<file path="src/rtl/lcd_pkg.sv">
// Shared types and constants for the HD44780-style LCD write controller.
// Holds the sequencer state enum, lcd_ctrl bit positions and default panel timings.
package lcd_pkg;

  typedef enum logic [2:0] {
    StIdle,
    StSetup,
    StPulse,
    StHold,
    StWait
  } lcd_state_e;

  localparam int unsigned LcdRsBit = 0;
  localparam int unsigned LcdRwBit = 1;

  localparam int unsigned DefSetupCyc     = 2;
  localparam int unsigned DefPulseCyc     = 12;
  localparam int unsigned DefHoldCyc      = 2;
  localparam int unsigned DefShortWaitCyc = 2000;
  localparam int unsigned DefLongWaitCyc  = 82000;
  localparam int unsigned DefFifoDepth    = 4;

  function automatic int unsigned max_u(input int unsigned a, input int unsigned b);
    return (a > b) ? a : b;
  endfunction

  // Clear display (0x01) and return home (0x02/0x03) need the long execution time.
  function automatic logic is_long_cmd(input logic rs, input logic [7:0] cmd_byte);
    return !rs && (cmd_byte[7:2] == 6'd0);
  endfunction

endpackage

</file>
<file path="src/rtl/lcd_controller_if.sv">
// Command-side handshake bundle: a producer pushes {rs, byte} when cmd_ready is high.
interface lcd_controller_if;

  logic       cmd_valid;
  logic       cmd_rs;
  logic [7:0] cmd_byte;
  logic       cmd_ready;

  modport master (
    output cmd_valid,
    output cmd_rs,
    output cmd_byte,
    input  cmd_ready
  );

  modport slave (
    input  cmd_valid,
    input  cmd_rs,
    input  cmd_byte,
    output cmd_ready
  );

endinterface

</file>
<file path="src/rtl/lcd_cmd_fifo.sv">
// Power-of-two command queue with level/full/empty; pushes while full and pops while
// empty are ignored, and pointers wrap naturally at Depth.
module lcd_cmd_fifo #(
  parameter int unsigned Width = 9,
  parameter int unsigned Depth = 4
) (
  input  logic                   clk,
  input  logic                   rst_n,
  input  logic                   push_i,
  input  logic [Width-1:0]       wdata_i,
  input  logic                   pop_i,
  output logic [Width-1:0]       rdata_o,
  output logic [$clog2(Depth):0] level_o,
  output logic                   full_o,
  output logic                   empty_o
);

  localparam int unsigned PtrW = $clog2(Depth);
  localparam int unsigned LvlW = PtrW + 1;

  logic [Width-1:0] mem_q [Depth];
  logic [PtrW-1:0]  wr_ptr_q, wr_ptr_d;
  logic [PtrW-1:0]  rd_ptr_q, rd_ptr_d;
  logic [LvlW-1:0]  level_q, level_d;
  logic             push_ok, pop_ok;

  assign full_o  = (level_q == LvlW'(Depth));
  assign empty_o = (level_q == '0);
  assign level_o = level_q;
  assign rdata_o = mem_q[rd_ptr_q];

  always_comb begin
    push_ok  = push_i && !full_o;
    pop_ok   = pop_i && !empty_o;
    wr_ptr_d = wr_ptr_q;
    rd_ptr_d = rd_ptr_q;
    level_d  = level_q;
    if (push_ok) wr_ptr_d = wr_ptr_q + PtrW'(1);
    if (pop_ok)  rd_ptr_d = rd_ptr_q + PtrW'(1);
    unique case ({push_ok, pop_ok})
      2'b10:   level_d = level_q + LvlW'(1);
      2'b01:   level_d = level_q - LvlW'(1);
      default: level_d = level_q;
    endcase
  end

  always_ff @(posedge clk or negedge rst_n) begin
    if (!rst_n) begin
      wr_ptr_q <= '0;
      rd_ptr_q <= '0;
      level_q  <= '0;
    end else begin
      wr_ptr_q <= wr_ptr_d;
      rd_ptr_q <= rd_ptr_d;
      level_q  <= level_d;
    end
  end

  // Storage needs no reset: entries are only read once the level says they are valid.
  always_ff @(posedge clk) begin
    if (push_ok) mem_q[wr_ptr_q] <= wdata_i;
  end

endmodule

</file>
<file path="src/rtl/lcd_controller.sv">
// Queued write sequencer for a parallel character LCD: drives RS/data, the E strobe
// with setup/pulse/hold timing, then waits out the panel's execution time.
module lcd_controller
  import lcd_pkg::*;
#(
  parameter int unsigned SETUP_CYC      = DefSetupCyc,
  parameter int unsigned PULSE_CYC      = DefPulseCyc,
  parameter int unsigned HOLD_CYC       = DefHoldCyc,
  parameter int unsigned SHORT_WAIT_CYC = DefShortWaitCyc,
  parameter int unsigned LONG_WAIT_CYC  = DefLongWaitCyc,
  parameter int unsigned FIFO_DEPTH     = DefFifoDepth
) (
  input  logic                        clk,
  input  logic                        rst_n,
  lcd_controller_if.slave             cmd,
  output logic [7:0]                  lcd_data,
  output logic [1:0]                  lcd_ctrl,
  output logic                        lcd_enable,
  output logic                        busy,
  output logic [$clog2(FIFO_DEPTH):0] fifo_level
);

  localparam int unsigned MaxCyc = max_u(max_u(SETUP_CYC, PULSE_CYC),
                                         max_u(max_u(HOLD_CYC, SHORT_WAIT_CYC), LONG_WAIT_CYC));
  localparam int unsigned CntW   = $clog2(MaxCyc + 1);
  localparam logic [CntW-1:0] CntOne = CntW'(1);

  lcd_state_e      state_q, state_d;
  logic [CntW-1:0] cnt_q, cnt_d;
  logic [7:0]      data_q, data_d;
  logic            rs_q, rs_d;
  logic            en_q, en_d;
  logic            long_q, long_d;
  logic            take;
  logic [8:0]      fifo_rdata;
  logic            fifo_full, fifo_empty;

  lcd_cmd_fifo #(
    .Width (9),
    .Depth (FIFO_DEPTH)
  ) u_fifo (
    .clk     (clk),
    .rst_n   (rst_n),
    .push_i  (cmd.cmd_valid),
    .wdata_i ({cmd.cmd_rs, cmd.cmd_byte}),
    .pop_i   (take),
    .rdata_o (fifo_rdata),
    .level_o (fifo_level),
    .full_o  (fifo_full),
    .empty_o (fifo_empty)
  );

  assign cmd.cmd_ready      = !fifo_full;
  assign lcd_data           = data_q;
  assign lcd_enable         = en_q;
  assign lcd_ctrl[LcdRsBit] = rs_q;
  assign lcd_ctrl[LcdRwBit] = 1'b0;
  assign busy               = (state_q != StIdle) || (fifo_level != '0);

  always_comb begin
    state_d = state_q;
    cnt_d   = cnt_q;
    data_d  = data_q;
    rs_d    = rs_q;
    en_d    = en_q;
    long_d  = long_q;
    take    = 1'b0;
    unique case (state_q)
      StIdle: take = !fifo_empty;
      StSetup: begin
        if (cnt_q == '0) begin
          state_d = StPulse;
          en_d    = 1'b1;
          cnt_d   = CntW'(PULSE_CYC - 1);
        end else begin
          cnt_d = cnt_q - CntOne;
        end
      end
      StPulse: begin
        if (cnt_q == '0) begin
          state_d = StHold;
          en_d    = 1'b0;
          cnt_d   = CntW'(HOLD_CYC - 1);
        end else begin
          cnt_d = cnt_q - CntOne;
        end
      end
      StHold: begin
        if (cnt_q == '0) begin
          state_d = StWait;
          cnt_d   = long_q ? CntW'(LONG_WAIT_CYC - 1) : CntW'(SHORT_WAIT_CYC - 1);
        end else begin
          cnt_d = cnt_q - CntOne;
        end
      end
      StWait: begin
        if (cnt_q == '0) begin
          state_d = StIdle;
          // Chain straight into a queued entry so back-to-back writes have no idle bubble.
          take    = !fifo_empty;
        end else begin
          cnt_d = cnt_q - CntOne;
        end
      end
      default: state_d = StIdle;
    endcase

    if (take) begin
      state_d = StSetup;
      data_d  = fifo_rdata[7:0];
      rs_d    = fifo_rdata[8];
      long_d  = is_long_cmd(fifo_rdata[8], fifo_rdata[7:0]);
      cnt_d   = CntW'(SETUP_CYC - 1);
    end
  end

  always_ff @(posedge clk or negedge rst_n) begin
    if (!rst_n) begin
      state_q <= StIdle;
      cnt_q   <= '0;
      data_q  <= '0;
      rs_q    <= 1'b0;
      en_q    <= 1'b0;
      long_q  <= 1'b0;
    end else begin
      state_q <= state_d;
      cnt_q   <= cnt_d;
      data_q  <= data_d;
      rs_q    <= rs_d;
      en_q    <= en_d;
      long_q  <= long_d;
    end
  end

endmodule

</file>
<file path="src/flat_wrapper.sv">
// flat-port wrapper written by rule: the top's interface ports become plain ports
module lcd_controller_flat import lcd_pkg::*;
#(
  parameter int unsigned SETUP_CYC      = DefSetupCyc,
  parameter int unsigned PULSE_CYC      = DefPulseCyc,
  parameter int unsigned HOLD_CYC       = DefHoldCyc,
  parameter int unsigned SHORT_WAIT_CYC = DefShortWaitCyc,
  parameter int unsigned LONG_WAIT_CYC  = DefLongWaitCyc,
  parameter int unsigned FIFO_DEPTH     = DefFifoDepth
)
  (clk, rst_n, lcd_data, lcd_ctrl, lcd_enable, busy, fifo_level, cmd_cmd_valid, cmd_cmd_rs, cmd_cmd_byte, cmd_cmd_ready);
  lcd_controller_if cmd_i ();
  input  logic clk;
  input  logic rst_n;
  output logic [7:0] lcd_data;
  output logic [1:0] lcd_ctrl;
  output logic lcd_enable;
  output logic busy;
  output logic [$clog2(FIFO_DEPTH):0] fifo_level;
  input wire logic [$bits(cmd_i.cmd_valid)-1:0] cmd_cmd_valid;
  input wire logic [$bits(cmd_i.cmd_rs)-1:0] cmd_cmd_rs;
  input wire logic [$bits(cmd_i.cmd_byte)-1:0] cmd_cmd_byte;
  output wire logic [$bits(cmd_i.cmd_ready)-1:0] cmd_cmd_ready;
  assign cmd_i.cmd_valid = cmd_cmd_valid;
  assign cmd_i.cmd_rs = cmd_cmd_rs;
  assign cmd_i.cmd_byte = cmd_cmd_byte;
  assign cmd_cmd_ready = cmd_i.cmd_ready;
  lcd_controller #(.SETUP_CYC(SETUP_CYC), .PULSE_CYC(PULSE_CYC), .HOLD_CYC(HOLD_CYC), .SHORT_WAIT_CYC(SHORT_WAIT_CYC), .LONG_WAIT_CYC(LONG_WAIT_CYC), .FIFO_DEPTH(FIFO_DEPTH)) u_core (.clk(clk), .rst_n(rst_n), .cmd(cmd_i), .lcd_data(lcd_data), .lcd_ctrl(lcd_ctrl), .lcd_enable(lcd_enable), .busy(busy), .fifo_level(fifo_level));
endmodule
</file>
<file path="config.mk">
export PLATFORM = sky130hd
export DESIGN_NAME = lcd_controller_flat
export DESIGN_NICKNAME = d
export VERILOG_FILES = /design/src/rtl/lcd_pkg.sv /design/src/rtl/lcd_controller_if.sv /design/src/rtl/lcd_cmd_fifo.sv /design/src/rtl/lcd_controller.sv /design/src/flat_wrapper.sv
export SDC_FILE = /design/constraint.sdc
export NUM_CORES = 1
export LEC_CHECK = 0
export CORE_MARGIN = 5
export CORE_UTILIZATION = 38
export DETAILED_ROUTE_END_ITERATION = 10
export PLACE_DENSITY = 0.66
export SYNTH_ARGS = -nofsm -noshare
export SYNTH_HDL_FRONTEND = slang
export SYNTH_SLANG_ARGS = --single-unit
</file>
<file path="constraint.sdc">
create_clock -name clk -period 7.7 [get_ports clk]
set_input_delay 1.54 -clock clk [delete_from_list [all_inputs] [get_ports clk]]
set_output_delay 1.54 -clock clk [all_outputs]
set_load 0.005 [all_outputs]
</file>
==> flow_summary.toml <==
[placed_design]
place_hpwl_mm = 5.23
gp_congestion = 0.915
dp_cells = 412
numPortBuffers = 26

[synth]
synth.area.top_cells = "edfxtp_1, dfrtp_1, mux4_2, ha_1, nand2_1"
synth-seq-area-share = 0.571
synth_seq_cells = 74
synth_cells = 287
synth_common_cells = "dfrtp_1, edfxtp_1, nand2_1, nor2_1"
syn-num-nets = 307
synthArstFlopShare = 0.514
synth_top_area_share = 0.304
yosys_warnings = 0
syn-cell-area_um2 = 3560
synth_edf_count = 36
yosysMostFrequentCell = "dfrtp_1"
yosys_most_used_dff = "dfrtp_1"
synth_top_area_cell = "edfxtp_1"
avgSynthCellArea_um2 = 12.4
synth_cell_types = 59

[detailed_routing]
via_per_inst = 5.59
drc_errors = 0
wl_per_cell_um = 16.8
drtPass1Iterations = 4
totalWireLength_mm = 7.21
vias = 2393
drt-initial-drc-count = 102
ant_nets = 0

[cts]
cts_setup_buffers = 0
clockBufferDepth = 2
clock_sinks = 74
cts_resized = 0
cts_tree = "yes"
cts_made_buffers = 9
htree_levels = 3
cts_root_buffer = "clkbuf_8"
hold_buffers = 0
insertion_delay_ps = 340
clk_pin_slew_ps = 80

[grt]
grt_use_total = 0.138
grt_pass1_vias = 2435
antenna_found_initial = 0
grt_pass1_wl_mm = 12.4
grt_max_degree = 39
grt-ovfl-total = 0

[worst_setup_path]
cp.buffers_inverters = 1
path_cells = "or2_2 > nor2_1 > nand2_1 > clkdlybuf4s50_1"
cp.depth = 4
worstPathRequired_ps = 6160
timing.reg2reg.setup_slack_ps = 4840
r2r-end = "u_core.u_fifo.level_o[2]"
r2r_start = "u_core.cnt_q[0]"
worstSetupPathType = "reg2out"
crit_path_start = "u_core.state_q[1]"
crit_slowest_cell = "dfrtp_1"
ff2ff_path_depth = 13
slowest_delay_ps = 490
end_kind = "output port"
arrival_ps = 1840
path_max_fanout = 11
critPathTopFamily = "simple AND/OR/NAND/NOR gates"
worst_setup_path_start_kind = "flop"
crit_end = "busy"

[timing]
finalClockSkew_ps = 11.9
finalHoldViolations = 0
rsz0062_at_grt = "false"
relSlewSlack = 0.429
timing.final.max_slew_violations = 0
setup_viol_count_final = 0
min_period_over_period = 0.440
tightest_slew_ps = 857
fmax_ghz = 0.295
fin_crit_ps = 3380
fin_setup_tns_ps = 0

[run]
maxCapViolCount = 0

[die]
fp.dieW_um = 107
top_level_ports = 28
fp.coreArea_um2 = 9200
die_h_um = 107
start_util = 0.387
rows = 35
dieArea_um2 = 11400

[finish]
seqCellArea_um2 = 2030
drive_gt1_frac = 0.139
finalNetCount = 332
fin_util = 0.445
n_fill_cell = 871
diodes = 0
syn_to_final_growth_pct = 15.2
multi_input_area_um2 = 1410
fin_cells = 428

[power]
powerDensity_nw_per_um2 = 372
p_leak_nw = 1.56
peakVddDrop_v = 0.000168

[hold_path]
hold_class = "reg2reg"

[status]
status = "completed"
==> cell families after synthesis <==
logic type	after synthesis	share of synthesized area
AO/OA/AOI/OAI	53	0.105
XOR/XNOR	9	0.0222
adder cells (fa/ha/maj)	8	0.0303
buffers and inverters	26	0.0317
flip-flops	74	0.571
multiplexers	19	0.0883
other	1	0.00105
AND/OR/NAND/NOR	97	0.151
==> state kept, by name, indices dropped and copies added, names as in the netlist <==
register and count:
u_core.state_q 3, u_core.cnt_q 17, u_core.lcd_data 8, u_core.lcd_enable 1, u_core.rs_q 1, u_core.u_fifo.wr_ptr_q 2
u_core.u_fifo.mem_q 36, u_core.u_fifo.level_o 3, u_core.long_q 1, u_core.u_fifo.rd_ptr_q 2
==> stage by stage <==
step	setup WS (ps)	hold WS (ps)	cell area (um2)	power [mW]
after floorplan	4910	452	3560	1.04
after global placement	4380	476	3890	1.22
after detailed placement	4340	484	3890	1.24
after CTS	4280	505	4100	1.55
after global routing	4130	514	4100	1.64
final	4320	494	4100	1.53
==> layer usage <==
layer  vias up  global-route usage  part of all wire
met2        55               0.209              0.48
met1      1195               0.193              0.47
met4         0              0.0511            0.0083
li1       1137                   -                 -
met3         6              0.0343             0.040
met5         -                   0                 0
==> report_power, final <==
group | leakage [nW] | switching [mW] | total, mW | internal [mW]
registers | 0.795 | 0.128 | 0.672 | 0.544
logic | 0.663 | 0.272 | 0.552 | 0.280
clock network | 0.101 | 0.149 | 0.301 | 0.152
==> how the worst min path moves through the flow <==
stage / from / endpoint / slack, ps / depth (start not counted)
after CTS: u_core.lcd_data[5] / u_core.lcd_data[5] / 510 / 1
after global routing: u_core.lcd_data[6] / u_core.lcd_data[6] / 510 / 1
after floorplan: u_core.cnt_q[15] / u_core.cnt_q[15] / 450 / 1
final: u_core.cnt_q[15] / u_core.cnt_q[15] / 490 / 1
after detailed placement: u_core.lcd_data[5] / u_core.lcd_data[5] / 480 / 1
after global placement: u_core.cnt_q[15] / u_core.cnt_q[15] / 480 / 1
==> layout by cell type, fill, tap and decap left out, drive strengths merged, types with 3 or more instances in the layout <==
master | Yosys | final
nor2 | 20 | 20
a31oi | 6 | 6
xnor2 | 5 | 5
nand3 | 8 | 8
xor2 | 4 | 4
o2bb2ai | 5 | 5
clkbuf | 6 | 9
and3 | 6 | 6
clkdlybuf4s50 | 0 | 25
mux2 | 9 | 9
edfxtp | 36 | 36
clkinv | 0 | 5
nor4 | 7 | 7
mux4 | 9 | 9
and2 | 3 | 3
a21oi | 5 | 5
or4 | 3 | 3
nand2b | 3 | 3
inv | 13 | 14
or2 | 5 | 5
ha | 7 | 7
o21ai | 14 | 14
nand4 | 3 | 3
nand2 | 18 | 18
nor3 | 12 | 12
dfrtp | 38 | 38
==> final cells by class <==
| type | count | share of cell area |
|---|---|---|
| Timing Repair Buffer | 27 | 0.0642 |
| Sequential cell | 74 | 0.496 |
| Clock inverter | 7 | 0.0189 |
| Inverter | 13 | 0.0119 |
| Clock buffer | 9 | 0.0302 |
| Multi-Input combinational cell | 187 | 0.345 |
| Tap cell | 111 | 0.0339 |
==> worst reg2reg max path, delay by kind of cell (launching register included) <==
kind	cells	cell delay, ps
AND/OR/NAND/NOR	3	820
buffers and inverters	4	450
AO/OA/AOI/OAI	1	100
adder cells (fa/ha/maj)	3	710
XOR/XNOR	2	290
flip-flops	1	440
Power figures use the tool's default switching activity.
